`src/rtl/bp_resolve_queue_if.sv`:
```
// Prediction and resolution channels between fetch/EX and the resolve queue.
// Handshake: a prediction transfers on a rising clk_i edge where pred_valid_i && pred_ready_o; ex_valid_i is a one-cycle strobe with no back-pressure.
interface bp_resolve_queue_if;
    logic        pred_valid_i;
    logic        pred_ready_o;
    logic [31:0] pred_pc_i;
    logic        pred_taken_i;
    logic [31:0] pred_target_i;

    logic        ex_valid_i;
    logic [31:0] ex_pc_i;
    logic        ex_taken_i;
    logic [31:0] ex_target_i;
    logic        ex_compressed_i;

    logic        ex_br_valid_o;
    logic [31:0] ex_br_instr_addr_o;
    logic        ex_br_taken_o;
    logic        mispredict_o;
    logic [31:0] redirect_pc_o;

    modport master (
        output pred_valid_i, pred_pc_i, pred_taken_i, pred_target_i,
        output ex_valid_i, ex_pc_i, ex_taken_i, ex_target_i, ex_compressed_i,
        input  pred_ready_o,
        input  ex_br_valid_o, ex_br_instr_addr_o, ex_br_taken_o, mispredict_o, redirect_pc_o
    );

    modport slave (
        input  pred_valid_i, pred_pc_i, pred_taken_i, pred_target_i,
        input  ex_valid_i, ex_pc_i, ex_taken_i, ex_target_i, ex_compressed_i,
        output pred_ready_o,
        output ex_br_valid_o, ex_br_instr_addr_o, ex_br_taken_o, mispredict_o, redirect_pc_o
    );
endinterface

```
`src/rtl/bp_resolve_queue.sv`:
```
// In-order queue of fetch-stage predictions, matched against EX resolutions to
// produce predictor training, mispredict redirects and performance counters.
module bp_resolve_queue #(
    parameter int Depth = 4,
    parameter int CntW  = 32
) (
    input  logic                     clk_i,
    input  logic                     rst_i,
    input  logic                     kill_i,
    bp_resolve_queue_if.slave        bus,
    output logic [$clog2(Depth):0]   count_o,
    output logic [CntW-1:0]          branch_cnt_o,
    output logic [CntW-1:0]          mispredict_cnt_o
);

    localparam int PtrW = $clog2(Depth);
    localparam int OccW = PtrW + 1;

    typedef struct packed {
        logic [31:0] pc;
        logic        taken;
        logic [31:0] target;
    } entry_t;

    entry_t            mem_q [Depth];
    entry_t            mem_d [Depth];
    logic [PtrW-1:0]   wr_ptr_q, wr_ptr_d;
    logic [PtrW-1:0]   rd_ptr_q, rd_ptr_d;
    logic [OccW-1:0]   count_q, count_d;

    logic              br_valid_q, br_valid_d;
    logic [31:0]       br_addr_q, br_addr_d;
    logic              br_taken_q, br_taken_d;
    logic              mispredict_q, mispredict_d;
    logic [31:0]       redirect_q, redirect_d;
    logic [CntW-1:0]   branch_cnt_q, branch_cnt_d;
    logic [CntW-1:0]   misp_cnt_q, misp_cnt_d;

    entry_t            head;
    logic              pred_ready;
    logic              resolve;
    logic              hit;
    logic              eff_taken;
    logic [31:0]       eff_target;
    logic              mispredict;
    logic              push;
    logic              pop;
    logic [31:0]       fallthru_pc;

    // Ready looks only at registered occupancy; a same-cycle pop never frees a slot early.
    assign pred_ready = !rst_i && (count_q < OccW'(Depth));
    assign head       = mem_q[rd_ptr_q];

    assign resolve    = bus.ex_valid_i && !kill_i;
    assign hit        = resolve && (count_q != '0) && (head.pc == bus.ex_pc_i);
    assign eff_taken  = hit && head.taken;
    assign eff_target = hit ? head.target : 32'h0;

    // An unmatched resolution is judged against an implicit not-taken prediction.
    assign mispredict = resolve &&
                        ((bus.ex_taken_i != eff_taken) ||
                         (bus.ex_taken_i && eff_taken && (bus.ex_target_i != eff_target)));

    assign pop         = hit && !mispredict;
    assign push        = bus.pred_valid_i && pred_ready && !kill_i && !mispredict;
    assign fallthru_pc = bus.ex_pc_i + (bus.ex_compressed_i ? 32'd2 : 32'd4);

    always_comb begin
        mem_d    = mem_q;
        wr_ptr_d = wr_ptr_q;
        rd_ptr_d = rd_ptr_q;
        count_d  = count_q;

        if (kill_i || mispredict) begin
            // Everything still queued is on the wrong path; restart the ring from slot 0.
            wr_ptr_d = '0;
            rd_ptr_d = '0;
            count_d  = '0;
        end else begin
            if (push) begin
                mem_d[wr_ptr_q] = '{pc:     bus.pred_pc_i,
                                    taken:  bus.pred_taken_i,
                                    target: bus.pred_target_i};
                wr_ptr_d = wr_ptr_q + PtrW'(1);
            end
            if (pop) begin
                rd_ptr_d = rd_ptr_q + PtrW'(1);
            end
            count_d = count_q + OccW'(push) - OccW'(pop);
        end
    end

    always_comb begin
        br_valid_d   = resolve;
        br_addr_d    = br_addr_q;
        br_taken_d   = br_taken_q;
        mispredict_d = mispredict;
        redirect_d   = redirect_q;
        branch_cnt_d = branch_cnt_q;
        misp_cnt_d   = misp_cnt_q;

        if (resolve) begin
            br_addr_d  = bus.ex_pc_i;
            br_taken_d = bus.ex_taken_i;
            if (branch_cnt_q != {CntW{1'b1}}) begin
                branch_cnt_d = branch_cnt_q + CntW'(1);
            end
        end
        if (mispredict) begin
            redirect_d = bus.ex_taken_i ? bus.ex_target_i : fallthru_pc;
            if (misp_cnt_q != {CntW{1'b1}}) begin
                misp_cnt_d = misp_cnt_q + CntW'(1);
            end
        end
    end

    always_ff @(posedge clk_i) begin
        if (rst_i) begin
            for (int i = 0; i < Depth; i++) begin
                mem_q[i] <= '0;
            end
            wr_ptr_q     <= '0;
            rd_ptr_q     <= '0;
            count_q      <= '0;
            br_valid_q   <= 1'b0;
            br_addr_q    <= '0;
            br_taken_q   <= 1'b0;
            mispredict_q <= 1'b0;
            redirect_q   <= '0;
            branch_cnt_q <= '0;
            misp_cnt_q   <= '0;
        end else begin
            mem_q        <= mem_d;
            wr_ptr_q     <= wr_ptr_d;
            rd_ptr_q     <= rd_ptr_d;
            count_q      <= count_d;
            br_valid_q   <= br_valid_d;
            br_addr_q    <= br_addr_d;
            br_taken_q   <= br_taken_d;
            mispredict_q <= mispredict_d;
            redirect_q   <= redirect_d;
            branch_cnt_q <= branch_cnt_d;
            misp_cnt_q   <= misp_cnt_d;
        end
    end

    assign bus.pred_ready_o       = pred_ready;
    assign bus.ex_br_valid_o      = br_valid_q;
    assign bus.ex_br_instr_addr_o = br_addr_q;
    assign bus.ex_br_taken_o      = br_taken_q;
    assign bus.mispredict_o       = mispredict_q;
    assign bus.redirect_pc_o      = redirect_q;
    assign count_o                = count_q;
    assign branch_cnt_o           = branch_cnt_q;
    assign mispredict_cnt_o       = misp_cnt_q;

endmodule

```
`src/flat_wrapper.sv`:
```
// flat-port wrapper written by rule: the top's interface ports become plain ports
module bp_resolve_queue_flat 
#(
    parameter int Depth = 4,
    parameter int CntW  = 32
)
  (clk_i, rst_i, kill_i, count_o, branch_cnt_o, mispredict_cnt_o, bus_pred_valid_i, bus_pred_pc_i, bus_pred_taken_i, bus_pred_target_i, bus_ex_valid_i, bus_ex_pc_i, bus_ex_taken_i, bus_ex_target_i, bus_ex_compressed_i, bus_pred_ready_o, bus_ex_br_valid_o, bus_ex_br_instr_addr_o, bus_ex_br_taken_o, bus_mispredict_o, bus_redirect_pc_o);
  bp_resolve_queue_if bus_i ();
  input  logic clk_i;
  input  logic rst_i;
  input  logic kill_i;
  output logic [$clog2(Depth):0] count_o;
  output logic [CntW-1:0] branch_cnt_o;
  output logic [CntW-1:0] mispredict_cnt_o;
  input wire logic [$bits(bus_i.pred_valid_i)-1:0] bus_pred_valid_i;
  input wire logic [$bits(bus_i.pred_pc_i)-1:0] bus_pred_pc_i;
  input wire logic [$bits(bus_i.pred_taken_i)-1:0] bus_pred_taken_i;
  input wire logic [$bits(bus_i.pred_target_i)-1:0] bus_pred_target_i;
  input wire logic [$bits(bus_i.ex_valid_i)-1:0] bus_ex_valid_i;
  input wire logic [$bits(bus_i.ex_pc_i)-1:0] bus_ex_pc_i;
  input wire logic [$bits(bus_i.ex_taken_i)-1:0] bus_ex_taken_i;
  input wire logic [$bits(bus_i.ex_target_i)-1:0] bus_ex_target_i;
  input wire logic [$bits(bus_i.ex_compressed_i)-1:0] bus_ex_compressed_i;
  output wire logic [$bits(bus_i.pred_ready_o)-1:0] bus_pred_ready_o;
  output wire logic [$bits(bus_i.ex_br_valid_o)-1:0] bus_ex_br_valid_o;
  output wire logic [$bits(bus_i.ex_br_instr_addr_o)-1:0] bus_ex_br_instr_addr_o;
  output wire logic [$bits(bus_i.ex_br_taken_o)-1:0] bus_ex_br_taken_o;
  output wire logic [$bits(bus_i.mispredict_o)-1:0] bus_mispredict_o;
  output wire logic [$bits(bus_i.redirect_pc_o)-1:0] bus_redirect_pc_o;
  assign bus_i.pred_valid_i = bus_pred_valid_i;
  assign bus_i.pred_pc_i = bus_pred_pc_i;
  assign bus_i.pred_taken_i = bus_pred_taken_i;
  assign bus_i.pred_target_i = bus_pred_target_i;
  assign bus_i.ex_valid_i = bus_ex_valid_i;
  assign bus_i.ex_pc_i = bus_ex_pc_i;
  assign bus_i.ex_taken_i = bus_ex_taken_i;
  assign bus_i.ex_target_i = bus_ex_target_i;
  assign bus_i.ex_compressed_i = bus_ex_compressed_i;
  assign bus_pred_ready_o = bus_i.pred_ready_o;
  assign bus_ex_br_valid_o = bus_i.ex_br_valid_o;
  assign bus_ex_br_instr_addr_o = bus_i.ex_br_instr_addr_o;
  assign bus_ex_br_taken_o = bus_i.ex_br_taken_o;
  assign bus_mispredict_o = bus_i.mispredict_o;
  assign bus_redirect_pc_o = bus_i.redirect_pc_o;
  bp_resolve_queue #(.Depth(Depth), .CntW(CntW)) u_core (.clk_i(clk_i), .rst_i(rst_i), .kill_i(kill_i), .bus(bus_i), .count_o(count_o), .branch_cnt_o(branch_cnt_o), .mispredict_cnt_o(mispredict_cnt_o));
endmodule
```
`config.mk`:
```
export PLATFORM = sky130hd
export DESIGN_NAME = bp_resolve_queue_flat
export DESIGN_NICKNAME = d
export VERILOG_FILES = /design/src/rtl/bp_resolve_queue_if.sv /design/src/rtl/bp_resolve_queue.sv /design/src/flat_wrapper.sv
export SDC_FILE = /design/constraint.sdc
export NUM_CORES = 1
export LEC_CHECK = 0
export ABC_CLOCK_PERIOD_IN_PS = 16030
export BUFFER_PORTS_ARGS = -buffer_cell sky130_fd_sc_hd__buf_2
export CORE_MARGIN = 2
export CORE_UTILIZATION = 50
export DETAILED_ROUTE_END_ITERATION = 7
export PLACE_DENSITY = 0.71
export SYNTH_ARGS = -nofsm -noshare
export SYNTH_HDL_FRONTEND = slang
export SYNTH_SLANG_ARGS = --single-unit
```
`constraint.sdc`:
```
create_clock -name clk_i -period 16.03 [get_ports clk_i]
set_clock_uncertainty 0.1 [all_clocks]
set_input_delay 1.603 -clock clk_i [delete_from_list [all_inputs] [get_ports clk_i]]
set_output_delay 1.603 -clock clk_i [all_outputs]
set_load 0.02 [all_outputs]
```
Word-level counts from Yosys, hierarchy flattened --
Cells that the tools add are included.
Word-level totals: input bits 136, logic and storage cells 73, register bits 398, output and inout bits 135
Cells by class: equality and inequality tests 5, order comparisons 4, reduce and logical (&&, ||, !) cells 23, mux-type cells 9, bitwise gates (word level) 3, $add $sub $neg 7
Operators by type and width (number):
- 260-bit bitwise mux | 1
- 65-bit 2-to-1 mux | 3
- 65-bit binary-select mux with 2-bit select | 1
- 65-bit demux with 2-bit select | 1
- 32-bit by 1-bit adder with 32-bit output, second input constant | 2
- 32-bit 2-to-1 mux | 2
- 32-bit inequality test, second input constant | 2
- 32-bit adder | 1
- 32-bit == test | 1
- 32-bit inequality test | 1
- 1-bit logical AND | 13
- 3-bit greater-or-equal comparator, second input constant | 2
- 2-bit inverter with 3-bit output | 2
- 2-bit AND reduction | 3
- 2-bit by 1-bit adder with 2-bit output, second input constant | 2
- 3-bit by 1-bit adder with 3-bit output | 1
- 1-bit zero test | 3
- 3-bit by 1-bit less-than comparator with 1-bit output, second input constant | 1
- 3-bit less-than comparator, second input constant | 1
- 3-bit 2-to-1 mux | 1
- 3-bit nonzero test | 1
- 3-bit by 1-bit subtractor with 3-bit output | 1
- 1-bit logical OR | 2
- 2-bit OR reduction | 1
- 2 further kinds | 2

Depth between registers and ports, before layout --
Gate-level depths: netlist of run 1.
word-level depth 15, gate-level depth with buffers 23, gate-level depth less buffers 18

Least setup slack after synthesis of run 1 --
OpenSTA, ideal clock, no wires.
path kind in2reg, start point input port bus_ex_pc_i[11], end point register u_core.count_q[2] (netlist: u_core.count_o[2]), library setup time 0.122 ns, data arrival time 5.704 ns, data required time 15.808 ns, path buffers 3, stages on the path 21, path slack 10.103 ns, cells stage by stage clkbuf_1 -> nand2b_1 -> a2bb2oi_1 -> o311ai_1 -> nor3_1 -> and4_1 -> and3_1 -> ha_1 -> or4_1 -> a211oi_4 -> nor2_2 -> buf_2 -> buf_2 -> nor3_1 -> ha_1 -> inv_1 -> ha_1 -> fa_1 -> xnor2_1 -> xnor2_1 -> nor2_1
On the way: elaborated cells on any way between the ends 17, classes of those cells add/sub (2); eq/ne (3); mux (1); reduce/logical (11)
RTL lines:
- from (decl) | RTL line flat_wrapper.sv:20 | input wire logic [$bits(bus_i.ex_pc_i)-1:0] bus_ex_pc_i;
- 32-bit == test (*) | RTL line bp_resolve_queue.sv:55 | assign hit = resolve && (count_q != '0) && (head.pc == bus.ex_pc_i);
- 1-bit logical AND (*) | RTL line bp_resolve_queue.sv:55
- 32-bit 2-to-1 mux / 1-bit logical AND (equally long branches) | RTL line bp_resolve_queue.sv:57, bp_resolve_queue.sv:56
- 32-bit inequality test / 1-bit logical AND (equally long branches) | RTL line bp_resolve_queue.sv:62 | (bus.ex_taken_i && eff_taken && (bus.ex_target_i != eff_target)));
- 1-bit logical AND | RTL line bp_resolve_queue.sv:62
- 1-bit logical OR | RTL line bp_resolve_queue.sv:61 | ((bus.ex_taken_i != eff_taken) ||
- 1-bit logical AND | RTL line bp_resolve_queue.sv:60 | assign mispredict = resolve &&
- 1-bit zero test | RTL line bp_resolve_queue.sv:64 | assign pop = hit && !mispredict;
- 1-bit logical AND (*) | RTL line bp_resolve_queue.sv:64
- via u_core.pop | RTL line bp_resolve_queue.sv:47 | logic pop;
- 3-bit by 1-bit subtractor with 3-bit output (*) | RTL line bp_resolve_queue.sv:89 | count_d = count_q + OccW'(push) - OccW'(pop);
- to (signal assigned) | RTL line bp_resolve_queue.sv:136 | count_q <= count_d;
- to (decl) | RTL line bp_resolve_queue.sv:29 | logic [OccW-1:0] count_q, count_d;
The timed path passes the listed nets; every way through them passes the cells marked *. A chain may end at the register's enable or synchronous reset.

Final worst setup path of run 1 --
start point register u_core.rd_ptr_q[0], end point register u_core.count_q[2] (netlist: u_core.count_o[2])
On the way: longest elaborated chain between the ends 15, elaborated cells on any way between the ends 21, classes of those cells add/sub (2); eq/ne (3); mux (4); bitwise (1); reduce/logical (11)
RTL lines:
- from (decl) | RTL line bp_resolve_queue.sv:28 | logic [PtrW-1:0] rd_ptr_q, rd_ptr_d;
- from (signal assigned) | RTL line bp_resolve_queue.sv:135 | rd_ptr_q <= rd_ptr_d;
- 2-bit inverter with 3-bit output (not written as such) (*) | RTL line bp_resolve_queue.sv:52 | assign head = mem_q[rd_ptr_q];
- 65-bit binary-select mux with 2-bit select (*) | RTL line bp_resolve_queue.sv:52
- 65-bit 2-to-1 mux (not written as such) (*) (2 in series) | RTL line bp_resolve_queue.sv:52
- 32-bit == test | RTL line bp_resolve_queue.sv:55
- 1-bit logical AND | RTL line bp_resolve_queue.sv:55
- 32-bit 2-to-1 mux / 1-bit logical AND (equally long branches) | RTL line bp_resolve_queue.sv:57, bp_resolve_queue.sv:56
- 32-bit inequality test / 1-bit logical AND (equally long branches) | RTL line bp_resolve_queue.sv:62
- 1-bit logical AND | RTL line bp_resolve_queue.sv:62
- 1-bit logical OR (*) | RTL line bp_resolve_queue.sv:61
- 1-bit logical AND (*) | RTL line bp_resolve_queue.sv:60
- 1-bit zero test (*) | RTL line bp_resolve_queue.sv:65 | assign push = bus.pred_valid_i && pred_ready && !kill_i && !mispredict;
- 1-bit logical AND (*) | RTL line bp_resolve_queue.sv:65
- via u_core.push | RTL line bp_resolve_queue.sv:46 | logic push;
- 3-bit by 1-bit adder with 3-bit output (*) | RTL line bp_resolve_queue.sv:89
- 3-bit by 1-bit subtractor with 3-bit output (*) | RTL line bp_resolve_queue.sv:89
The timed path passes the listed nets; every way through them passes the cells marked *. The select of a mux whose other input is x is not followed.

==> results.sh, run 1 <==
export IMPL_routed_wl_um=54900
export IMPL_clock_fmax_mhz=144.6
export IMPL_mostFrequentLayoutCell="dfxtp_1"
export IMPL_place_ws_ps=9107
export IMPL_crit_chain="buf_4, mux4_2, xnor2_1, nand4_1, nor4_2, and3_1, and3_1, ha_1, or4_1, a211oi_4, buf_4, or2_1, and2_1, ha_1, fa_1, xnor2_1, xnor2_1, nor2_1"
export IMPL_fin_crit_ps=6917
export IMPL_postCtsSetupRepairBufs=0
export IMPL_outcome="finished clean"
export IMPL_layout_common_cells="dfxtp_1 (396), nor2_1 (350), mux2i_1 (289)"
export IMPL_dr_pass1_iters=8
export IMPL_finalCritPeriodShare=0.4315
export IMPL_rows=71
export IMPL_cp_data_arrival_time_ps=7240
export IMPL_antenna_found_initial=25
export IMPL_ys_ff_latch=398
export IMPL_tritoncts="done"
export IMPL_cts_resized=0
export IMPL_syn_nets=2156
export IMPL_die_y_um=197.9
export IMPL_setup_viol=0
export IMPL_worstPathMaxFanout=46
export IMPL_path_common_cell="xnor2_1"
export IMPL_initial_core_util=0.5040
export IMPL_path_clk_slew_ps=60
export IMPL_drc=0
export IMPL_clockBufferDepth=3
export IMPL_fp_dieW_um=197.9
export IMPL_tns_ps=0
export IMPL_nNetsFinal=2360
export IMPL_cap_violations=0
export IMPL_ys_async_sr_fraction=0
export IMPL_p_per_area_mw_per_mm2=99.88
export IMPL_grt_pass1_wl_um=82830
export IMPL_dp_hpwl_um=38700
export IMPL_cts_inserted_buffers=42
export IMPL_crit_required_ps=16350
export IMPL_avgViaCountPerCell=5.686
export IMPL_ir_worst_vdd_uv=69.45
export IMPL_synth_top_area_frac=0.4237
export IMPL_grtUsageTotal=0.2737
export IMPL_cp_start_kind="flop"
export IMPL_synthDistinctLibCells=59
export IMPL_cts_hold_buf=0
export IMPL_cp_slowest_cell="or2_1"
export IMPL_met1_usage=0.3367
export IMPL_htreeDepth=2
export IMPL_synth_area_top_cells="dfxtp_1 (42%), mux2i_1 (15%), nor2_1 (7.0%), mux4_2 (6.3%), nand2_1 (4.0%)"
export IMPL_worst_pin_slew_ps=1102
export IMPL_drtIter0Drc=1324
export IMPL_hold_viol=0
export IMPL_hold_class="flop to flop"
export IMPL_routedWlPerCell_um=20.10
export IMPL_areaGrowthSynthToFinish_pct=15.15
export IMPL_drive_gt1_frac=0.1938
export IMPL_coreArea_mm2=0.03731
export IMPL_fin_ws_ps=9113
export IMPL_end_kind="flop"
export IMPL_relSlewSlack=0.2597
export IMPL_synth_top_area_cell="dfxtp_1"
export IMPL_cpPeakStageDelay_ps=890
export IMPL_use_met3=0.08653
export IMPL_dieArea_mm2=0.03918
export IMPL_fillers=3278
export IMPL_synthCells=2007
export IMPL_grt_pass1_vias=14700
export IMPL_gr_usage_met2=0.4433
export IMPL_grt_busiest_layer="met2"
export IMPL_ios=271
export IMPL_worstSetupPathType="flop to flop"
export IMPL_ys_seq_area_frac=0.4237
export IMPL_report_final_slew_viol_count=0
export IMPL_vias=15530
export IMPL_yosys_warnings=0
export IMPL_synth_area_mm2=0.01880
export IMPL_rsz0062_at_grt="no"
export IMPL_gp_congestion=0.9626
export IMPL_synth_main_ff_cell="dfxtp_1"
export IMPL_io_buffers=270
export IMPL_antenna_left=0
export IMPL_clkSinkCount=398
export IMPL_grt_max_degree=153
export IMPL_clockRootBuffer="clkbuf_16"
export IMPL_grt_overflow=0
export IMPL_syn_area_per_cell_um2=9.369
export IMPL_p_leak_nw=10.25
export IMPL_synth_edff_count=0
export IMPL_clkLatencyLatePin_ps=580
[power by group]
group | leakage [nW] | switching, mW | internal, mW | total [mW]
registers | 3.22 | 0.00727 | 1.00 | 1.01
logic | 6.33 | 0.110 | 0.0549 | 0.165
clock network | 0.705 | 0.411 | 0.578 | 0.988
total | 10.3 | 0.528 | 1.63 | 2.16
[cell type report]
class	instances	area, um2	area share
clock buffer	60	1249	0.05767
multi-input combinational	1433	9957	0.4598
tap	474	593.1	0.02739
antenna	12	30.03	0.001387
inverter	46	172.7	0.007974
timing repair buffer	290	1511	0.06980
sequential	398	7973	0.3682
clock inverter	18	167.7	0.007743
[sequential cells by signal, summed over array words and instances (netlist names)]
name	flops
u_core.branch_cnt_o	32
u_core.wr_ptr_q	2
u_core.bus.ex_br_taken_o	1
u_core.bus.ex_br_instr_addr_o	32
u_core.mem_q	260
u_core.count_o	3
u_core.rd_ptr_q	2
u_core.bus.mispredict_o	1
u_core.bus.redirect_pc_o	32
u_core.bus.ex_br_valid_o	1
u_core.mispredict_cnt_o	32
[cell families after synthesis]
group,after synthesis,share of synthesized area
flops,398,0.4237
compound gates,229,0.07432
simple gates,726,0.1673
mux,354,0.2247
xor+xnor,111,0.05170
buf+inv,176,0.04877
fa+ha+maj,13,0.009448
[synth_stat cells, types with 21 or more instances]
master	instances
dfxtp_1	398
xor2_1	55
nand2_1	201
buf_6	29
clkbuf_1	78
and3_1	28
mux2i_1	289
a21boi_0	26
a21oi_1	71
o21ai_0	61
inv_1	45
mux4_2	53
nor2_1	350
nor3_1	21
nand4_1	29
nand3_1	34
xnor2_1	56
[metal layers]
layer	vias up	part of all wire
met3	149	0.092
met5	-	0.0025
met4	22	0.041
li1	7336	-
met2	563	0.46
met1	7459	0.41
[path summary, 6_finish.rpt]
kind | depth (start not counted) | slack, ps | to | startpoint
worst max register to register | 18 | 9110 | u_core.count_o[2]$_SDFF_PP0_ | u_core.rd_ptr_q[0]$_SDFFE_PP0P_
worst min register to register | 2 | 350 | u_core.bus.redirect_pc_o[22]$_SDFFE_PP0P_ | u_core.bus.redirect_pc_o[22]$_SDFFE_PP0P_
worst min-delay path | 2 | 350 | u_core.bus.redirect_pc_o[22]$_SDFFE_PP0P_ | u_core.bus.redirect_pc_o[22]$_SDFFE_PP0P_
worst max-delay path | 18 | 9110 | u_core.count_o[2]$_SDFF_PP0_ | u_core.rd_ptr_q[0]$_SDFFE_PP0P_
[metrics by stage]
step           hold WS [ps]  instances  cell area (um2)  utilization  power [mW]
2_1_floorplan         357.8       2007            18800            -       1.123
3_3_place_gp          338.6       2641            20210       0.5416       1.190
3_5_place_dp          342.6       2641            20210       0.5416       1.194
4_1_cts               349.4       2719            21620       0.5795       2.179
5_1_grt               369.9       2726            21640       0.5800       2.234
6_report              350.1       2731            21650       0.5803       2.163
[critical path: cells and delay by family (launching register included)]
family	cells	cell delay, ps
and+or+nand+nor	8	2690
adders and majority gates	3	600
buffers and inverters	2	1230
AOI/OAI and AO/OA	1	220
xor gates and xnor gates	3	460
DFF	1	800
muxes	1	620
No activity file was read; power rests on OpenSTA's default activity.
==> run 2, diff against run 1 <==
Settings changed: ABC_CLOCK_PERIOD_IN_PS 16030 to 6150, PLACE_DENSITY 0.71 to 0.74.
Clock period 16.03 ns to 6.15 ns, I/O delays scaled along.
==> run 2 against run 1 <==
- critical path depth stayed put
- total power grew to 2.6 times the previous value
- clock power grew to 2.5 times the previous value
- via count is 0.15% lower
- non-clock buffer count fell by 1
- cell area about the same
- first-iteration DRC count is 28% lower
- setup slack got worse by 8300 ps
- register-to-register slack worse by 8300 ps
- sequential power rose to 2.6 times the previous value
- die area unchanged
- flip-flop and latch count is the same
- largest power group unchanged
==> results.sh, run 2 (synthesis gave the netlist of run 1 again) <==
export IMPL_outcome="finished clean"
export IMPL_routed_wl_um=55160
export IMPL_clock_fmax_mhz=189.1
export IMPL_pwr_share_clk=0.450
export IMPL_worstSetupPathType="flop to flop"
export IMPL_worstPathMaxFanout=37
export IMPL_rows=71
export IMPL_dr_pass1_iters=5
export IMPL_worst_pin_slew_ps=1171
export IMPL_rrSetupSlack_ps=860
export IMPL_avgViaCountPerCell=5.686
export IMPL_cts_inserted_buffers=43
export IMPL_clockRootBuffer="clkbuf_16"
export IMPL_report_final_slew_viol_count=0
export IMPL_antenna_left=0
export IMPL_end_kind="flop"
export IMPL_grtUsageTotal=0.2745
export IMPL_postCtsSetupRepairBufs=0
export IMPL_antenna_found_initial=23
export IMPL_nNetsFinal=2360
export IMPL_htreeDepth=2
export IMPL_finalCritPeriodShare=0.8597
export IMPL_grt_overflow=0
export IMPL_fin_crit_ps=5287
export IMPL_dp_hpwl_um=39020
export IMPL_cap_violations=0
export IMPL_comb_power_share=0.077
export IMPL_path_clk_slew_ps=70
export IMPL_p_per_area_mw_per_mm2=256.9
export IMPL_cts_resized=0
export IMPL_routedWlPerCell_um=20.23
export IMPL_tns_ps=0
export IMPL_fp_dieW_um=197.9
export IMPL_tritoncts="done"
export IMPL_drtIter0Drc=959
export IMPL_clockBufferDepth=3
export IMPL_grt_pass1_wl_um=83460
export IMPL_io_buffers=270
export IMPL_initial_core_util=0.5040
export IMPL_wl_met2_um=25190
export IMPL_swShare=0.2425
export IMPL_grt_pass1_vias=14910
export IMPL_ir_worst_vdd_uv=187.2
export IMPL_top_layer_used="met5"
export IMPL_post_route_util=0.5808
export IMPL_mostFrequentLayoutCell="dfxtp_1"
export IMPL_largest_reg_flops=260
export IMPL_clkLatencyLatePin_ps=570
export IMPL_drive_gt1_frac=0.1898
export IMPL_route_met3_wl_um=4835
export IMPL_areaGrowthSynthToFinish_pct=15.23
export IMPL_relSlewSlack=0.2190
export IMPL_p_leak_nw=10.25
export IMPL_fillers=3289
export IMPL_gp_congestion=0.9149
export IMPL_hold_viol=0
export IMPL_setup_viol=0
export IMPL_coreArea_mm2=0.03731
export IMPL_grt_max_degree=237
export IMPL_layout_common_cells="dfxtp_1 (396), nor2_1 (350), mux2i_1 (289)"
export IMPL_drc=0
export IMPL_crit_required_ps=6500
export IMPL_dieArea_mm2=0.03918
export IMPL_wl_met1_um=22540
export IMPL_die_y_um=197.9
export IMPL_clkSinkCount=398
export IMPL_intPower_mw=4.216
export IMPL_cts_hold_buf=0
export IMPL_rsz0062_at_grt="no"
export IMPL_cp_data_arrival_time_ps=5630
export IMPL_net_switching_power_mw=1.350
export IMPL_ios=271
export IMPL_cp_start_kind="flop"
export IMPL_hold_class="input port to flop"
export IMPL_seqPwrFrac=0.473
export IMPL_top_register="u_core.mem_q"
export IMPL_vias=15510
-- run 2: cell types whose count changed in the layout (fill, tap and decap cells not counted) --
cell       delta
inv_6         -2
diode_2       +2
clkbuf_1      +4
clkbuf_16     +2
bufinv_16     -1
buf_4         -7
buf_12        +6
clkinv_2      -4
clkbuf_8      -4
-- run 2: power by group through the flow --
stage	logic (mW)	clock network (mW)	registers, mW
floorplan	0.220	0	2.71
global placement	0.416	0	2.69
detailed placement	0.424	0	2.69
CTS	0.426	2.55	2.63
global route	0.463	2.65	2.63
finish	0.431	2.50	2.63
-- run 2: worst paths after layout --
check,from,to,depth (start not counted)
worst max-delay path,u_core.rd_ptr_q[1]$_SDFFE_PP0P_,u_core.count_o[2]$_SDFF_PP0_,18
worst min-delay path,bus_pred_target_i[18],u_core.mem_q[148]$_SDFFE_PP0P_,3
worst max register to register,u_core.rd_ptr_q[1]$_SDFFE_PP0P_,u_core.count_o[2]$_SDFF_PP0_,18
worst min register to register,u_core.bus.redirect_pc_o[4]$_SDFFE_PP0P_,u_core.bus.redirect_pc_o[4]$_SDFFE_PP0P_,2
-- run 2: cell type report --
cell class / instances / area (um2) / share of cell area
clock inverter: 11 / 100.1 / 0.004619
inverter: 46 / 172.7 / 0.007969
tap: 474 / 593.1 / 0.02737
timing repair buffer: 289 / 1579 / 0.07287
antenna: 14 / 35.03 / 0.001617
sequential: 398 / 7973 / 0.3679
clock buffer: 62 / 1259 / 0.05809
multi-input combinational: 1433 / 9957 / 0.4595
-- run 2: stage by stage --
step | power, mW | std cells | worst slack [ps] | cell area (um2) | hold slack (ps)
after floorplan | 2.928 | 2007 | 1025 | 18800 | 357.8
after global placement | 3.102 | 2640 | 1037 | 20270 | 337.6
after detailed placement | 3.112 | 2640 | 897.2 | 20270 | 343.9
after CTS | 5.606 | 2713 | 884.5 | 21630 | 201.0
after global routing | 5.749 | 2721 | 628.6 | 21650 | 212.9
final | 5.566 | 2727 | 863.0 | 21670 | 222.0
-- run 2: metal layers --
layer / vias to the layer above / global-route usage
met3: 167 / 0.08380
li1: 7345 / -
met1: 7390 / 0.3311
met4: 14 / 0.1345
met2: 589 / 0.4456
met5: - / 0
-- run 2: worst max-delay path, stage by stage, from the launching register on --
cell	delay, ps
dfxtp_2	1000
buf_4	360
mux4_2	340
xor2_1	160
nor2_1	220
and4_1	280
and3_1	170
ha_1	240
or4_1	580
a211oi_4	300
nor2_2	80
nor3_1	180
ha_1	160
inv_1	40
ha_1	190
fa_1	390
xnor2_1	190
xnor2_1	140
nor2_1	50
==> run 3, diff against run 2 <==
Settings changed: BUFFER_PORTS_ARGS -buffer_cell sky130_fd_sc_hd__buf_2 to -buffer_cell sky130_fd_sc_hd__buf_4.
==> run 3 against run 2 <==
- flip-flop and latch count unchanged
- total power up 1.6%
- routed wire length down 1.8%
- count of clock-buffer cells in the layout up 3
- global-route usage down 0.078 points
- sequential power about the same
- final cell count down 0.44%
- non-clock buffer count down 1
- combinational power up 8.8%
- die area unchanged
- clock power up 2%
- via count down 1.5%
- largest cell class unchanged
- largest power group unchanged
==> results.sh, run 3 (synthesis gave the netlist of run 1 again) <==
export IMPL_r2r_cells=18
export IMPL_worst_pin_slew_ps=1044
export IMPL_clock_fmax_mhz=187.1
export IMPL_report_final_slew_viol_count=0
export IMPL_nNetsFinal=2359
export IMPL_worstPathMaxFanout=41
export IMPL_crit_required_ps=6500
export IMPL_tns_ps=0
export IMPL_mostFrequentLayoutCell="dfxtp_1"
export IMPL_place_inst=2639
export IMPL_outcome="finished clean"
export IMPL_antenna_left=0
export IMPL_drtIter0Drc=1089
export IMPL_path_clk_slew_ps=60
export IMPL_cap_violations=0
export IMPL_vias=15270
export IMPL_htreeDepth=2
export IMPL_rrSetupSlack_ps=800
export IMPL_cts_resized=0
export IMPL_p_total_mw=5.653
export IMPL_die_y_um=197.9
export IMPL_clkSinkCount=398
export IMPL_p_per_area_mw_per_mm2=253.3
export IMPL_rsz0062_at_grt="no"
export IMPL_tritoncts="done"
export IMPL_drive_gt1_frac=0.1892
export IMPL_grt_pass1_wl_um=82960
export IMPL_clockRootBuffer="clkbuf_16"
export IMPL_top_register="u_core.mem_q"
export IMPL_antenna_cells=0
export IMPL_relSlewSlack=0.2977
export IMPL_post_route_util=0.5982
export IMPL_dr_pass1_iters=7
export IMPL_largest_reg_flops=260
export IMPL_postCtsSetupRepairBufs=0
export IMPL_worstSetupPathType="flop to flop"
export IMPL_dp_hpwl_um=38540
export IMPL_coreArea_mm2=0.03731
export IMPL_holdPathEnd="u_core.mem_q[155]$_SDFFE_PP0P_"
export IMPL_dieArea_mm2=0.03918
export IMPL_grt_overflow=0
export IMPL_grt_pass1_vias=14880
export IMPL_multi_input_area_mm2=0.009957
export IMPL_grt_max_degree=225
export IMPL_antenna_found_initial=1
export IMPL_drc=0
export IMPL_layout_cells_non_filler=2715
export IMPL_routedWlPerCell_um=19.95
export IMPL_cp_data_arrival_time_ps=5700
export IMPL_clkLatencyLatePin_ps=570
export IMPL_cts_inserted_buffers=43
export IMPL_cts_hold_buf=0
export IMPL_fillers=3180
export IMPL_areaGrowthSynthToFinish_pct=18.68
export IMPL_routed_wl_um=54160
export IMPL_hold_start="bus_pred_target_i[25]"
export IMPL_initial_core_util=0.5040
export IMPL_avgViaCountPerCell=5.624
export IMPL_p_leak_nw=10.36
export IMPL_hold_viol=0
export IMPL_ir_worst_vdd_uv=186.3
export IMPL_layout_common_cells="dfxtp_1 (396), nor2_1 (350), mux2i_1 (289)"
export IMPL_end_kind="flop"
export IMPL_rows=71
export IMPL_hold_class="input port to flop"
export IMPL_fp_dieW_um=197.9
export IMPL_clockBufferDepth=3
export IMPL_ios=271
export IMPL_r2r_start="u_core.rd_ptr_q[1]$_SDFFE_PP0P_"
export IMPL_gp_congestion=0.9295
export IMPL_setup_viol=0
export IMPL_io_buffers=270
export IMPL_seqCellArea_mm2=0.007973
export IMPL_fin_crit_ps=5345
export IMPL_finalCritPeriodShare=0.8691
export IMPL_cp_start_kind="flop"
export IMPL_min_path_cells=3
export IMPL_grtUsageTotal=0.2737
export IMPL_reg2reg_to="u_core.count_o[2]$_SDFF_PP0_"
[run 3: cell type report]
class                      instances  share of cell area
clock inverter                    11            0.005326
inverter                          46            0.007737
timing repair buffer             288              0.1006
sequential                       398              0.3572
multi-input combinational       1433              0.4462
tap                              474             0.02657
clock buffer                      65             0.05640
[run 3: worst max path at each step]
| stage | from | endpoint | slack, ps | cells past startpoint |
|---|---|---|---|---|
| 2_1_floorplan | u_core.rd_ptr_q[0]$_SDFFE_PP0P_ | u_core.count_o[2]$_SDFF_PP0_ | 1030 | 22 |
| 3_3_place_gp | u_core.rd_ptr_q[1]$_SDFFE_PP0P_ | u_core.count_o[2]$_SDFF_PP0_ | 880 | 18 |
| 3_5_place_dp | u_core.rd_ptr_q[1]$_SDFFE_PP0P_ | u_core.count_o[2]$_SDFF_PP0_ | 810 | 18 |
| 4_1_cts | u_core.rd_ptr_q[1]$_SDFFE_PP0P_ | u_core.count_o[2]$_SDFF_PP0_ | 800 | 18 |
| 5_1_grt | u_core.rd_ptr_q[1]$_SDFFE_PP0P_ | u_core.count_o[2]$_SDFF_PP0_ | 490 | 18 |
| 6_report | u_core.rd_ptr_q[1]$_SDFFE_PP0P_ | u_core.count_o[2]$_SDFF_PP0_ | 800 | 18 |
[run 3: metal layers]
metal,wire length [um],vias up,global-route usage
li1,-,7326,-
met1,22810,7273,0.3421
met2,24970,538,0.4517
met3,4107,131,0.05910
met4,2279,0,0.1278
met5,0,-,0
[run 3: power breakdown]
group	switching [mW]	total (mW)	internal, mW	leakage [nW]
sequential	0.0187	2.63	2.61	3.22
clock	1.06	2.55	1.50	0.678
combinational	0.290	0.469	0.180	6.47
[run 3: stage by stage]
step                      hold slack, ps  setup WS [ps]  cell area, um2
after global routing               209.4          490.9           22320
after CTS                          182.3          804.2           22320
after global placement             341.4          875.9           20940
after detailed placement           347.8          813.3           20940
final                              213.1          804.8           22320
after floorplan                    357.8           1025           18800
[run 3: worst max-delay path: stages, from the launching register on]
cell and delay (ps):
dfxtp_2 990, mux4_2 430, xnor2_1 160, nand4_1 120
nor4_2 350, and3_1 290, and3_1 180, ha_1 230
or4_1 590, a211oi_4 370, nor2_2 90, nor3_1 180
ha_1 150, inv_1 40, ha_1 180, fa_1 380
xnor2_1 170, xnor2_1 140, nor2_1 50
